===== config.mk =====
export PLATFORM = sky130hd
export DESIGN_NAME = digit_scan_ctrl
export DESIGN_NICKNAME = d
export VERILOG_FILES = /design/src/rtl/scan_pkg.sv /design/src/rtl/digit_scan_ctrl_tick_div.sv /design/src/rtl/digit_scan_ctrl.sv
export SDC_FILE = /design/constraint.sdc
export NUM_CORES = 1
export LEC_CHECK = 0
export BUFFER_PORTS_ARGS = -buffer_cell sky130_fd_sc_hd__clkbuf_2
export CORE_AREA = 2 2 80 63
export CTS_CLUSTER_SIZE = 12
export DETAILED_ROUTE_END_ITERATION = 8
export DIE_AREA = 0 0 82 65
export PLACE_DENSITY = 0.76
export SYNTH_ARGS = -nofsm -noshare
export SYNTH_HDL_FRONTEND = slang
export SYNTH_HIERARCHICAL = 1
export SYNTH_SLANG_ARGS = --single-unit

===== constraint.sdc =====
create_clock -name clk -period 3 [get_ports clk]
set_input_delay 0.45 -clock clk [delete_from_list [all_inputs] [get_ports clk]]
set_output_delay 0.45 -clock clk [all_outputs]
set_load 0.005 [all_outputs]

===== src/rtl/scan_pkg.sv =====
// Shared constants, FSM state type and nibble helpers for the digit scan sequencer.
// No logic of its own; no latency; no backpressure.
// Imported by digit_scan_ctrl and tick_div.
package scan_pkg;

  localparam int DIGITS = 4;
  localparam int SEL_W  = 2;
  localparam int NIB_W  = 4;

  typedef enum logic {
    IDLE = 1'b0,
    SHOW = 1'b1
  } state_e;

  // Prescaler width; a one-cycle dwell still needs a one-bit counter.
  function automatic int cnt_width(input int div);
    return (div > 1) ? $clog2(div) : 1;
  endfunction

  function automatic logic [NIB_W-1:0] nib_of(input logic [DIGITS*NIB_W-1:0] d,
                                              input logic [SEL_W-1:0]        s);
    logic [NIB_W-1:0] r;
    r = '0;
    case (s)
      2'd0:    r = d[3:0];
      2'd1:    r = d[7:4];
      2'd2:    r = d[11:8];
      default: r = d[15:12];
    endcase
    return r;
  endfunction

endpackage


===== src/rtl/digit_scan_ctrl_tick_div.sv =====
// Dwell prescaler: counts 0..CLK_DIV-1 while enabled, sync clear has priority.
// tc is combinational from the count, asserted during the last cycle of a dwell.
// No backpressure; counting is gated only by en.
module tick_div
  import scan_pkg::*;
#(
  parameter int CLK_DIV = 50000,
  parameter int CNT_W   = cnt_width(CLK_DIV)
) (
  input  logic             clk,
  input  logic             rst_n,
  input  logic             clr,
  input  logic             en,
  output logic [CNT_W-1:0] cnt,
  output logic             tc
);

  localparam logic [CNT_W-1:0] TERM = CNT_W'(CLK_DIV - 1);

  logic [CNT_W-1:0] cnt_q, cnt_d;
  logic             at_term;

  assign at_term = (cnt_q == TERM);

  always_comb begin
    cnt_d = cnt_q;
    if (clr) begin
      cnt_d = '0;
    end else if (en) begin
      cnt_d = at_term ? '0 : cnt_q + CNT_W'(1);
    end
  end

  always_ff @(posedge clk or negedge rst_n) begin
    if (!rst_n) begin
      cnt_q <= '0;
    end else begin
      cnt_q <= cnt_d;
    end
  end

  assign cnt = cnt_q;
  assign tc  = en && !clr && at_term;

endmodule


===== src/rtl/digit_scan_ctrl.sv =====
// 4-digit display scan sequencer: cycles sel/sel_en/nibble, pulses frame_done on 3->0 wrap.
// All outputs registered; sel_en first valid one cycle after run is sampled. Optional SCAN_BLANK_EN.
// No backpressure; data/mask are sampled only at run start and at frame boundaries.
module digit_scan_ctrl
  import scan_pkg::*;
#(
  parameter int CLK_DIV   = 50000,
  parameter int BLANK_CYC = 2
) (
  input  logic                    clk,
  input  logic                    rst_n,
  input  logic                    run,
  input  logic [DIGITS*NIB_W-1:0] data,
  input  logic [DIGITS-1:0]       mask,
  output logic [SEL_W-1:0]        sel,
  output logic                    sel_en,
  output logic [NIB_W-1:0]        nibble,
  output logic                    frame_done
);

  localparam int CNT_W = cnt_width(CLK_DIV);

  state_e                  state_q, state_d;
  logic [SEL_W-1:0]        sel_q, sel_d;
  logic                    sel_en_q, sel_en_d;
  logic [NIB_W-1:0]        nibble_q, nibble_d;
  logic                    frame_done_q, frame_done_d;
  logic [DIGITS*NIB_W-1:0] data_q, data_d;
  logic [DIGITS-1:0]       mask_q, mask_d;

  logic             showing;
  logic             tick_clr, tick_en, tick_tc;
  logic [CNT_W-1:0] presc;

  // The prescaler only runs while scanning; any other cycle parks it at 0.
  assign tick_en  = (state_q == SHOW) && run;
  assign tick_clr = !tick_en;

  tick_div #(
    .CLK_DIV (CLK_DIV),
    .CNT_W   (CNT_W)
  ) u_tick_div (
    .clk   (clk),
    .rst_n (rst_n),
    .clr   (tick_clr),
    .en    (tick_en),
    .cnt   (presc),
    .tc    (tick_tc)
  );

`ifdef SCAN_BLANK_EN
  localparam logic [CNT_W-1:0] BLK = CNT_W'(BLANK_CYC);
  logic [CNT_W-1:0] presc_nxt;
  assign presc_nxt = (tick_clr || tick_tc) ? '0 : presc + CNT_W'(1);
`else
  logic unused_blank;
  assign unused_blank = ^{presc, BLANK_CYC[0]};
`endif

  always_comb begin
    state_d      = state_q;
    sel_d        = sel_q;
    data_d       = data_q;
    mask_d       = mask_q;
    frame_done_d = 1'b0;
    showing      = 1'b0;

    case (state_q)
      IDLE: begin
        sel_d = '0;
        if (run) begin
          state_d = SHOW;
          data_d  = data;
          mask_d  = mask;
          showing = 1'b1;
        end
      end
      SHOW: begin
        if (!run) begin
          // Dropping run beats a coincident wrap: no frame_done on the way out.
          state_d = IDLE;
          sel_d   = '0;
        end else begin
          showing = 1'b1;
          if (tick_tc) begin
            sel_d = sel_q + SEL_W'(1);
            if (sel_q == SEL_W'(DIGITS - 1)) begin
              frame_done_d = 1'b1;
              data_d       = data;
              mask_d       = mask;
            end
          end
        end
      end
      default: begin
        state_d = IDLE;
        sel_d   = '0;
      end
    endcase

    // Outputs are computed from next-state values so they line up with sel.
    nibble_d = showing ? nib_of(data_d, sel_d) : '0;
    sel_en_d = showing && !mask_d[sel_d];
`ifdef SCAN_BLANK_EN
    if (presc_nxt < BLK) begin
      sel_en_d = 1'b0;
    end
`endif
  end

  always_ff @(posedge clk or negedge rst_n) begin
    if (!rst_n) begin
      state_q      <= IDLE;
      sel_q        <= '0;
      sel_en_q     <= 1'b0;
      nibble_q     <= '0;
      frame_done_q <= 1'b0;
      data_q       <= '0;
      mask_q       <= '0;
    end else begin
      state_q      <= state_d;
      sel_q        <= sel_d;
      sel_en_q     <= sel_en_d;
      nibble_q     <= nibble_d;
      frame_done_q <= frame_done_d;
      data_q       <= data_d;
      mask_q       <= mask_d;
    end
  end

  assign sel        = sel_q;
  assign sel_en     = sel_en_q;
  assign nibble     = nibble_q;
  assign frame_done = frame_done_q;

endmodule


After elaboration in Yosys (flattened, before gate mapping)
Cells that the tools add are included. Widths: inputs -> output; s select.

Multiplexer cells: 24. Div/mod/pow operators: 0. Equal/unequal tests: 4. Shift-type cells: 0. $lt $le $gt $ge: 1. Add/sub/neg operators: 2. Bitwise gates (word level): 1. Reductions and logical operators: 5. Multiply operators: 0.

Operators with widths (count): $mux 16 (6); $pmux 16 s2 (1); $mux 4 (5); $add 16x1->16 const B (1); $eq 16x16->1 const B (1); $pmux 4 s3 (1); $pmux 4 s2 (1); $mux 1 (6); $eq 2x2->1 const B (2); $mux 2 (2); $pmux 2 s2 (1); $logic_and 1x1->1 (3); $lt 2x3->1 const B (1); $add 2x1->2 const B (1); $bmux 1 s2 (1); $eq 2x1->1 const B (1); $logic_not 2->1 (1); $logic_not 1->1 (1); $not 1->1 (1).

Bits in writable memories: 0. Latch bits: 0. Output and inout bits: 8. Memories: 0. Flip-flop bits (word level): 45. ROM bits: 0. Bits of input ports: 23.

Depth between registers and ports, before layout
Gate-level depths: netlist of run 1.

Depth after elaboration: 9. Gate-level depth with buffers: 12. Gate-level depth less buffers: 9.

By module
The synthesis of run 1 kept the hierarchy.

By module, submodules not included: digit_scan_ctrl (cells an instance 123, times used 1, seq. area each 725.7 um^2, area each 1493.9 um^2); tick_div (cells an instance 103, times used 1, seq. area each 400.4 um^2, area each 977.2 um^2).

Worst setup path after synthesis of run 1
OpenSTA, ideal clock, no wires.

Path type: input to register. Start point: input port run. End point: register nibble_q[0], in the netlist nibble[0]. Required time: 2.862 ns. Data arrival time: 2.293 ns. Setup slack: 0.569 ns. Stages on the path: 12. Path buffers: 3. Cells stage by stage: clkbuf_2 > nand2_1 > inv_1 > or2b_4 > nor2_1 > buf_6 > mux2_4 > nand3_2 > inv_2 > buf_6 > a2111oi_1 > a211oi_1.

Cells in the longest elaborated chain, start to end: 8.

RTL lines: from (decl) (line digit_scan_ctrl.sv:12) `input logic run,`; $logic_and 1x1->1 * (line digit_scan_ctrl.sv:36) `assign tick_en = (state_q == SHOW) && run;`; net tick_en (line digit_scan_ctrl.sv:32) `logic tick_clr, tick_en, tick_tc;`; $logic_and 1x1->1 * (line digit_scan_ctrl_tick_div.sv:43) `assign tc = en && !clr && at_term;`; net tick_tc (line digit_scan_ctrl.sv:32); $mux 2 * (line digit_scan_ctrl.sv:85) `if (tick_tc) begin`; $mux 2 * (line digit_scan_ctrl.sv:79) `if (!run) begin`; $pmux 2 s2 * (line digit_scan_ctrl.sv:68) `case (state_q)`; net sel_d[1] (line digit_scan_ctrl.sv:24) `logic [SEL_W-1:0] sel_q, sel_d;`; $eq 2x2->1 (tied with other cells) (line scan_pkg.sv:24) `case (s)`; $pmux 4 s3 * (line scan_pkg.sv:24); $mux 4 * (line digit_scan_ctrl.sv:102) `nibble_d = showing ? nib_of(data_d, sel_d) : '0;`; net nibble_d[0] (line digit_scan_ctrl.sv:26) `logic [NIB_W-1:0] nibble_q, nibble_d;`; to (signal assigned) (line digit_scan_ctrl.sv:124) `nibble_q <= nibble_d;`; to (decl) (line digit_scan_ctrl.sv:26).

The timed path passes the listed nets; every way through them passes the cells marked *.

Final worst setup path of run 1
Start point: register u_tick_div.cnt_q[0], in the netlist u_tick_div/cnt[0]. End point: register nibble_q[2], in the netlist nibble[2].

Cells in the longest elaborated chain, start to end: 8.

RTL lines: from (decl) (line digit_scan_ctrl_tick_div.sv:20) `logic [CNT_W-1:0] cnt_q, cnt_d;`; from (signal assigned) (line digit_scan_ctrl_tick_div.sv:38) `cnt_q <= cnt_d;`; $eq 16x16->1 * (line digit_scan_ctrl_tick_div.sv:23) `assign at_term = (cnt_q == TERM);`; $logic_and 1x1->1 * (line digit_scan_ctrl_tick_div.sv:43); net tick_tc (line digit_scan_ctrl.sv:32); $mux 2 (line digit_scan_ctrl.sv:85); $mux 2 (line digit_scan_ctrl.sv:79); $pmux 2 s2 (line digit_scan_ctrl.sv:68); $eq 2x2->1 (tied with other cells) (line scan_pkg.sv:24); $pmux 4 s3 * (line scan_pkg.sv:24); $mux 4 * (line digit_scan_ctrl.sv:102); net nibble_d[2] (line digit_scan_ctrl.sv:26).

Marked as above.

==> results of run 1 <==
kinds of logic (layout without fill, tap and decap cells):
group / after synthesis / in the layout / synth area share
muxes: 18 / 18 / 0.08202
AOI/OAI and AO/OA: 69 / 69 / 0.2182
DFF: 45 / 45 / 0.4557
and+or+nand+nor: 73 / 73 / 0.1797
adders and majority gates: 2 / 2 / 0.01012
buffers and inverters: 18 / 51 / 0.05063
xor gates and xnor gates: 1 / 1 / 0.003545
sequential cells by signal, indices dropped and copies added, names as in the netlist:
signal	cells
frame_done	1
mask_q	4
state_q	1
nibble	4
u_tick_div/cnt	16
sel_en	1
data_q	16
sel	2
final cells by class:
| type | count | area (sq um) |
|---|---|---|
| Clock buffer | 7 | 96.34 |
| Multi-Input combinational cell | 163 | 1220 |
| Timing Repair Buffer | 37 | 202.7 |
| Inverter | 6 | 22.52 |
| Sequential cell | 45 | 1126 |
| Clock inverter | 1 | 5.005 |
| Fill cell | 403 | 1877 |
| Tap cell | 60 | 75.07 |
layer usage:
layer | vias to the layer above | global-route usage | wire length (um)
li1 | 936 | - | -
met1 | 907 | 0.3107 | 2592
met2 | 58 | 0.3191 | 2359
met3 | 7 | 0.04318 | 262
met4 | 0 | 0.07083 | 57
met5 | - | 0 | 0
worst reg2reg max path, stage by stage (launching register included):
cell and delay [ps]:
dfrtp_1 400, ha_1 190, and3_1 380, nand4_1 180, nor2_1 200, a21bo_4 290, nand2_1 230, buf_4 260
a211oi_1 310, o221ai_1 150
cell usage after synthesis, types with 5 or more instances:
cell | number | area, sq um
dfrtp_1 | 45 | 1126
nand2_1 | 20 | 75.07
o21ai_0 | 15 | 75.07
mux2_2 | 14 | 157.7
nand3_1 | 10 | 50.05
and3_1 | 7 | 43.79
a21o_1 | 6 | 45.04
a31oi_1 | 6 | 37.54
nand4_1 | 6 | 37.54
a21oi_1 | 5 | 25.02
buf_6 | 5 | 56.30
inv_1 | 5 | 18.77
nor2_1 | 5 | 18.77
power groups by stage:
stage	sequential (mW)	clock [mW]	combinational (mW)
finish	0.669	0.405	0.155
global route	0.673	0.440	0.172
CTS	0.669	0.418	0.158
detailed placement	0.681	0	0.156
global placement	0.677	0	0.150
floorplan	0.675	0	0.103
how the worst max path moves through the flow:
| stage | endpoint | slack (ps) | depth (start not counted) |
|---|---|---|---|
| floorplan | nibble[0] | 570 | 12 |
| detailed placement | nibble[2] | 310 | 9 |
| global placement | sel_en | 460 | 11 |
| CTS | nibble[2] | 270 | 9 |
| finish | nibble[2] | 300 | 9 |
| global route | nibble[2] | 90 | 9 |
metrics by stage:
stage          instance area (sq um)  worst slack, ps  power, mW  hold slack (ps)  utilization
6_report                        2748            297.9      1.229            258.8       0.5942
5_1_grt                         2748            91.08      1.285            330.5       0.5942
4_1_cts                         2748            270.4      1.245            282.3       0.5942
3_5_place_dp                    2646            307.8     0.8367            470.2       0.5722
3_3_place_gp                    2646            458.2     0.8274            462.1       0.5722
2_1_floorplan                   2471            569.4     0.7785            154.4            -
==> results.cfg, run 1 <==
[grt]
grt_max_degree = 35
first_global_vias = 1811
overflow = 0
first_pass_grt_wire_length_um = 8590
grt_antenna_before_repair = 0
global_route.usage.total = 0.2140

[layout]
final_common_cell = dfrtp_1
antennaDiodeCount = 0
drive_gt1_frac = 0.3282
layoutNonFillerInstCount = 319
area_added_between_synthesis_and_finish_pct = 11.19
final_net_count = 283
most_frequent_cells_in_the_layout = dfrtp_1 (45), clkbuf_2 (30), nand2_1 (20), o21ai_0 (15), mux2_2 (14)

[synthesis]
synth-seq-cells = 45
synth_cell_types = 60
synth-main-ff-cell = dfrtp_1
synthArstFlopShare = 1.000
synth_nets = 251
synth-seq-area-share = 0.4557
yosysWarningCount = 6
synth_enable_flop_cells = 0
postSynthCellCount = 226
postSynthAreaPerCell_sq_um = 10.93
syn-cell-area_sq_um = 2471

[power_and_ir_drop]
power.combinational.fraction = 0.126
power_switching_uw = 292.4
leakagePower_nw = 1.263
power.share.sequential = 0.544
internal_power_uw = 936.8
fraction_of_power_spent_switching_nets = 0.2379
p_per_area_nw_per_um2 = 447.4
pwr-share-clk = 0.330
worst_supply_voltage_drop_on_vdd_mv = 0.2827

[worst_setup_path]
cp.buffers_inverters = 1
r2r_slack_ps = 300
worstSetupEndpointType = flop
critical_path.max_stage_delay_ps = 400
timing.rr.end = nibble[2]
timing.critical_path.cells = ha_1, and3_1, nand4_1, nor2_1, a21bo_4, nand2_1, buf_4, a211oi_1, o221ai_1
startpoint = u_tick_div/cnt[0]
slowest_stage = dfrtp_1
reg2reg_depth = 9
worstPathRequired_ps = 3170
critical-path-top-delay-family = simple AND/OR/NAND/NOR gates
cp-start-kind = flop
arrival_ps = 2870
beginning_of_the_worst_register_to_register_path = u_tick_div/cnt[0]
worstSetupPathType = flop to flop
critical_path.max_fanout = 21

[clock_tree]
ctsResizeCount = 0
cts_tree = built
h_tree_depth = 2
worst_skew_pair.late_latency_ps = 300
cts_bufs_inserted = 5
cts_setup_buffers = 0
cts_root_buffer = clkbuf_8
worst_setup_hold_path_clk_slew_ps = 90
cts.sink_count = 45
cts-hold-fix-buffers = 0
cts_max_path_buffers = 2

[timing]
setup_violations = 0
slew_headroom = 0.4220
finalCritPeriodShare = 0.9007
max_slew.worst_pin.slew_ps = 867.0
rsz0062_at_grt = no
final_hold_viol_count = 0
fmaxAchievable_ghz = 0.3701
setup-tns-final_ps = 0
worst_clock_skew_ps = 9.002
final_max_slew_viol_count = 0
timing.final.crit_period_ps = 2702

[detailed_routing]
finalWirelength_um = 5271
remaining_drc_errors = 0
detailed_router_s_first_iteration_violation_count = 151
antenna_violating_nets_left = 0
avgViaCountPerCell = 5.981
drt-pass1-iter-count = 4
drt-wirelength-per-cell_um = 16.52
num_vias = 1908

[placed_design]
finalWeightedCongestion = 0.8322
placed_cells = 311
dpl.hpwl_um = 3755
port_buffers = 30

[floorplan]
initial_core_util = 0.5344
floorplan.core_area_sq_um = 4624
rows = 22
io-pin-count = 31
dieArea_sq_um = 5330
die-height_um = 65
die_width_um = 82

[job]
drv_cap = 0

[hold_path]
timing.hold.worst.class = input pin to asynchronous set/reset pin

[status]
outcome = complete, no violations
Power figures use the tool's default switching activity.
==> run 2, diff against run 1 <==
Settings changed: BUFFER_PORTS_ARGS -buffer_cell sky130_fd_sc_hd__clkbuf_2 to -buffer_cell sky130_fd_sc_hd__buf_4, CORE_AREA 2 2 80 63 to 2 2 118 92, DIE_AREA 0 0 82 65 to 0 0 120 94, PLACE_DENSITY 0.76 to not set.
==> results.cfg, run 2 (synthesis gave the netlist of run 1 again) <==
[clock_tree]
h_tree_depth = 2
cts-hold-fix-buffers = 0
cts_bufs_inserted = 5
cts.sink_count = 45
cts_tree = built
cts_root_buffer = clkbuf_16
worst_setup_hold_path_clk_slew_ps = 60
cts_max_path_buffers = 2
ctsResizeCount = 0
cts_setup_buffers = 0
worst_skew_pair.late_latency_ps = 280

[grt]
first_pass_grt_wire_length_um = 9466
grt_antenna_before_repair = 0
grt_max_degree = 46
first_global_vias = 1785
overflow = 0
global_route.usage.total = 0.1075

[floorplan]
die-height_um = 94
die_width_um = 120
floorplan.core_area_sq_um = 10050
io-pin-count = 31
dieArea_sq_um = 11280
rows = 32
initial_core_util = 0.2459

[layout]
final_net_count = 282
area_added_between_synthesis_and_finish_pct = 19.29
antennaDiodeCount = 0
final_core_util = 0.2933
final_common_cell = dfrtp_1
most_frequent_cells_in_the_layout = dfrtp_1 (45), buf_4 (36), nand2_1 (20), o21ai_0 (15), mux2_2 (14)
design_area_sq_um = 2948
layoutNonFillerInstCount = 394
drive_gt1_frac = 0.3217

[worst_setup_path]
cp-start-kind = flop
worstPathRequired_ps = 3150
r2r_slack_ps = 420
worstSetupPathType = flop to flop
timing.rr.end = nibble[2]
reg2reg_depth = 10
critical_path.max_fanout = 10
beginning_of_the_worst_register_to_register_path = u_tick_div/cnt[0]
worstSetupEndpointType = flop
arrival_ps = 2730

[timing]
rsz0062_at_grt = no
max_slew.worst_pin.slew_ps = 747.8
finalCritPeriodShare = 0.8605
final_max_slew_viol_count = 0
fmaxAchievable_ghz = 0.3874
timing.final.crit_period_ps = 2581
hold_ws_ps = 167.8
setup_violations = 0
final_hold_viol_count = 0
worst_clock_skew_ps = 3.316
setup-tns-final_ps = 0
slew_headroom = 0.4996

[power_and_ir_drop]
worst_supply_voltage_drop_on_vdd_mv = 0.1682
leakagePower_nw = 1.295
p_per_area_nw_per_um2 = 463.0

[detailed_routing]
antenna_violating_nets_left = 0
drt-wirelength-per-cell_um = 14.81
num_vias = 1893
finalWirelength_um = 5835
detailed_router_s_first_iteration_violation_count = 147
remaining_drc_errors = 0
drt-pass1-iter-count = 4
avgViaCountPerCell = 4.805

[placed_design]
placed_cells = 386
finalWeightedCongestion = 0.7825
port_buffers = 30
postPlaceCellArea_sq_um = 2809
dpl.hpwl_um = 4110

[hold_path]
timing.hold.worst.class = input pin to asynchronous set/reset pin

[status]
outcome = complete, no violations

[job]
drv_cap = 0
## run 2: cell types whose count changed in the layout (fill, tap and decap cells not counted)
cell       change
clkbuf_16      +5
clkbuf_1       +1
clkbuf_8       -7
buf_4         +29
clkinv_2       +1
clkbuf_2      -30
## run 2: cell type report
class	count	area, sq um
timing repair buffer	36	270.3
clock buffer	6	128.9
fill	1022	7102
clock inverter	2	10.01
tap	136	170.2
inverter	6	22.52
multi-input combinational	163	1220
sequential	45	1126
## run 2: stage by stage
stage	setup WS, ps	total power [mW]
2_1_floorplan	569.4	0.7785
3_3_place_gp	444.3	0.8453
3_5_place_dp	360.3	0.8477
4_1_cts	407.6	1.389
5_1_grt	178.9	1.437
6_report	418.6	1.365
## run 2: worst max-delay path by stage
stage	slack, ps	end	startpoint
2_1_floorplan	570	nibble[0]	run
3_3_place_gp	440	nibble[0]	run
3_5_place_dp	360	nibble[0]	run
4_1_cts	410	nibble[2]	state_q
5_1_grt	180	nibble[3]	state_q
6_report	420	nibble[2]	u_tick_div/cnt[0]
## run 2: routing by layer
metal	vias up	GRT usage	part of all wire
met3	6	0.02488	0.038
met4	0	0.04118	0.016
met5	-	0	0
li1	935	-	-
met1	917	0.1640	0.52
met2	35	0.1435	0.42
## run 2: where the power goes
part	internal, mW	switching [mW]	total [mW]
Combinational	0.0896	0.0756	0.165
Sequential	0.650	0.0196	0.670
Clock	0.306	0.224	0.530
## run 2: critical path: stages (launching register included)
cell,delay (ps)
dfrtp_1,410
ha_1,200
and3_1,370
nand4_1,160
nor2_1,140
buf_4,170
a21bo_4,130
nand2_1,230
buf_4,260
a211oi_1,240
o221ai_1,140
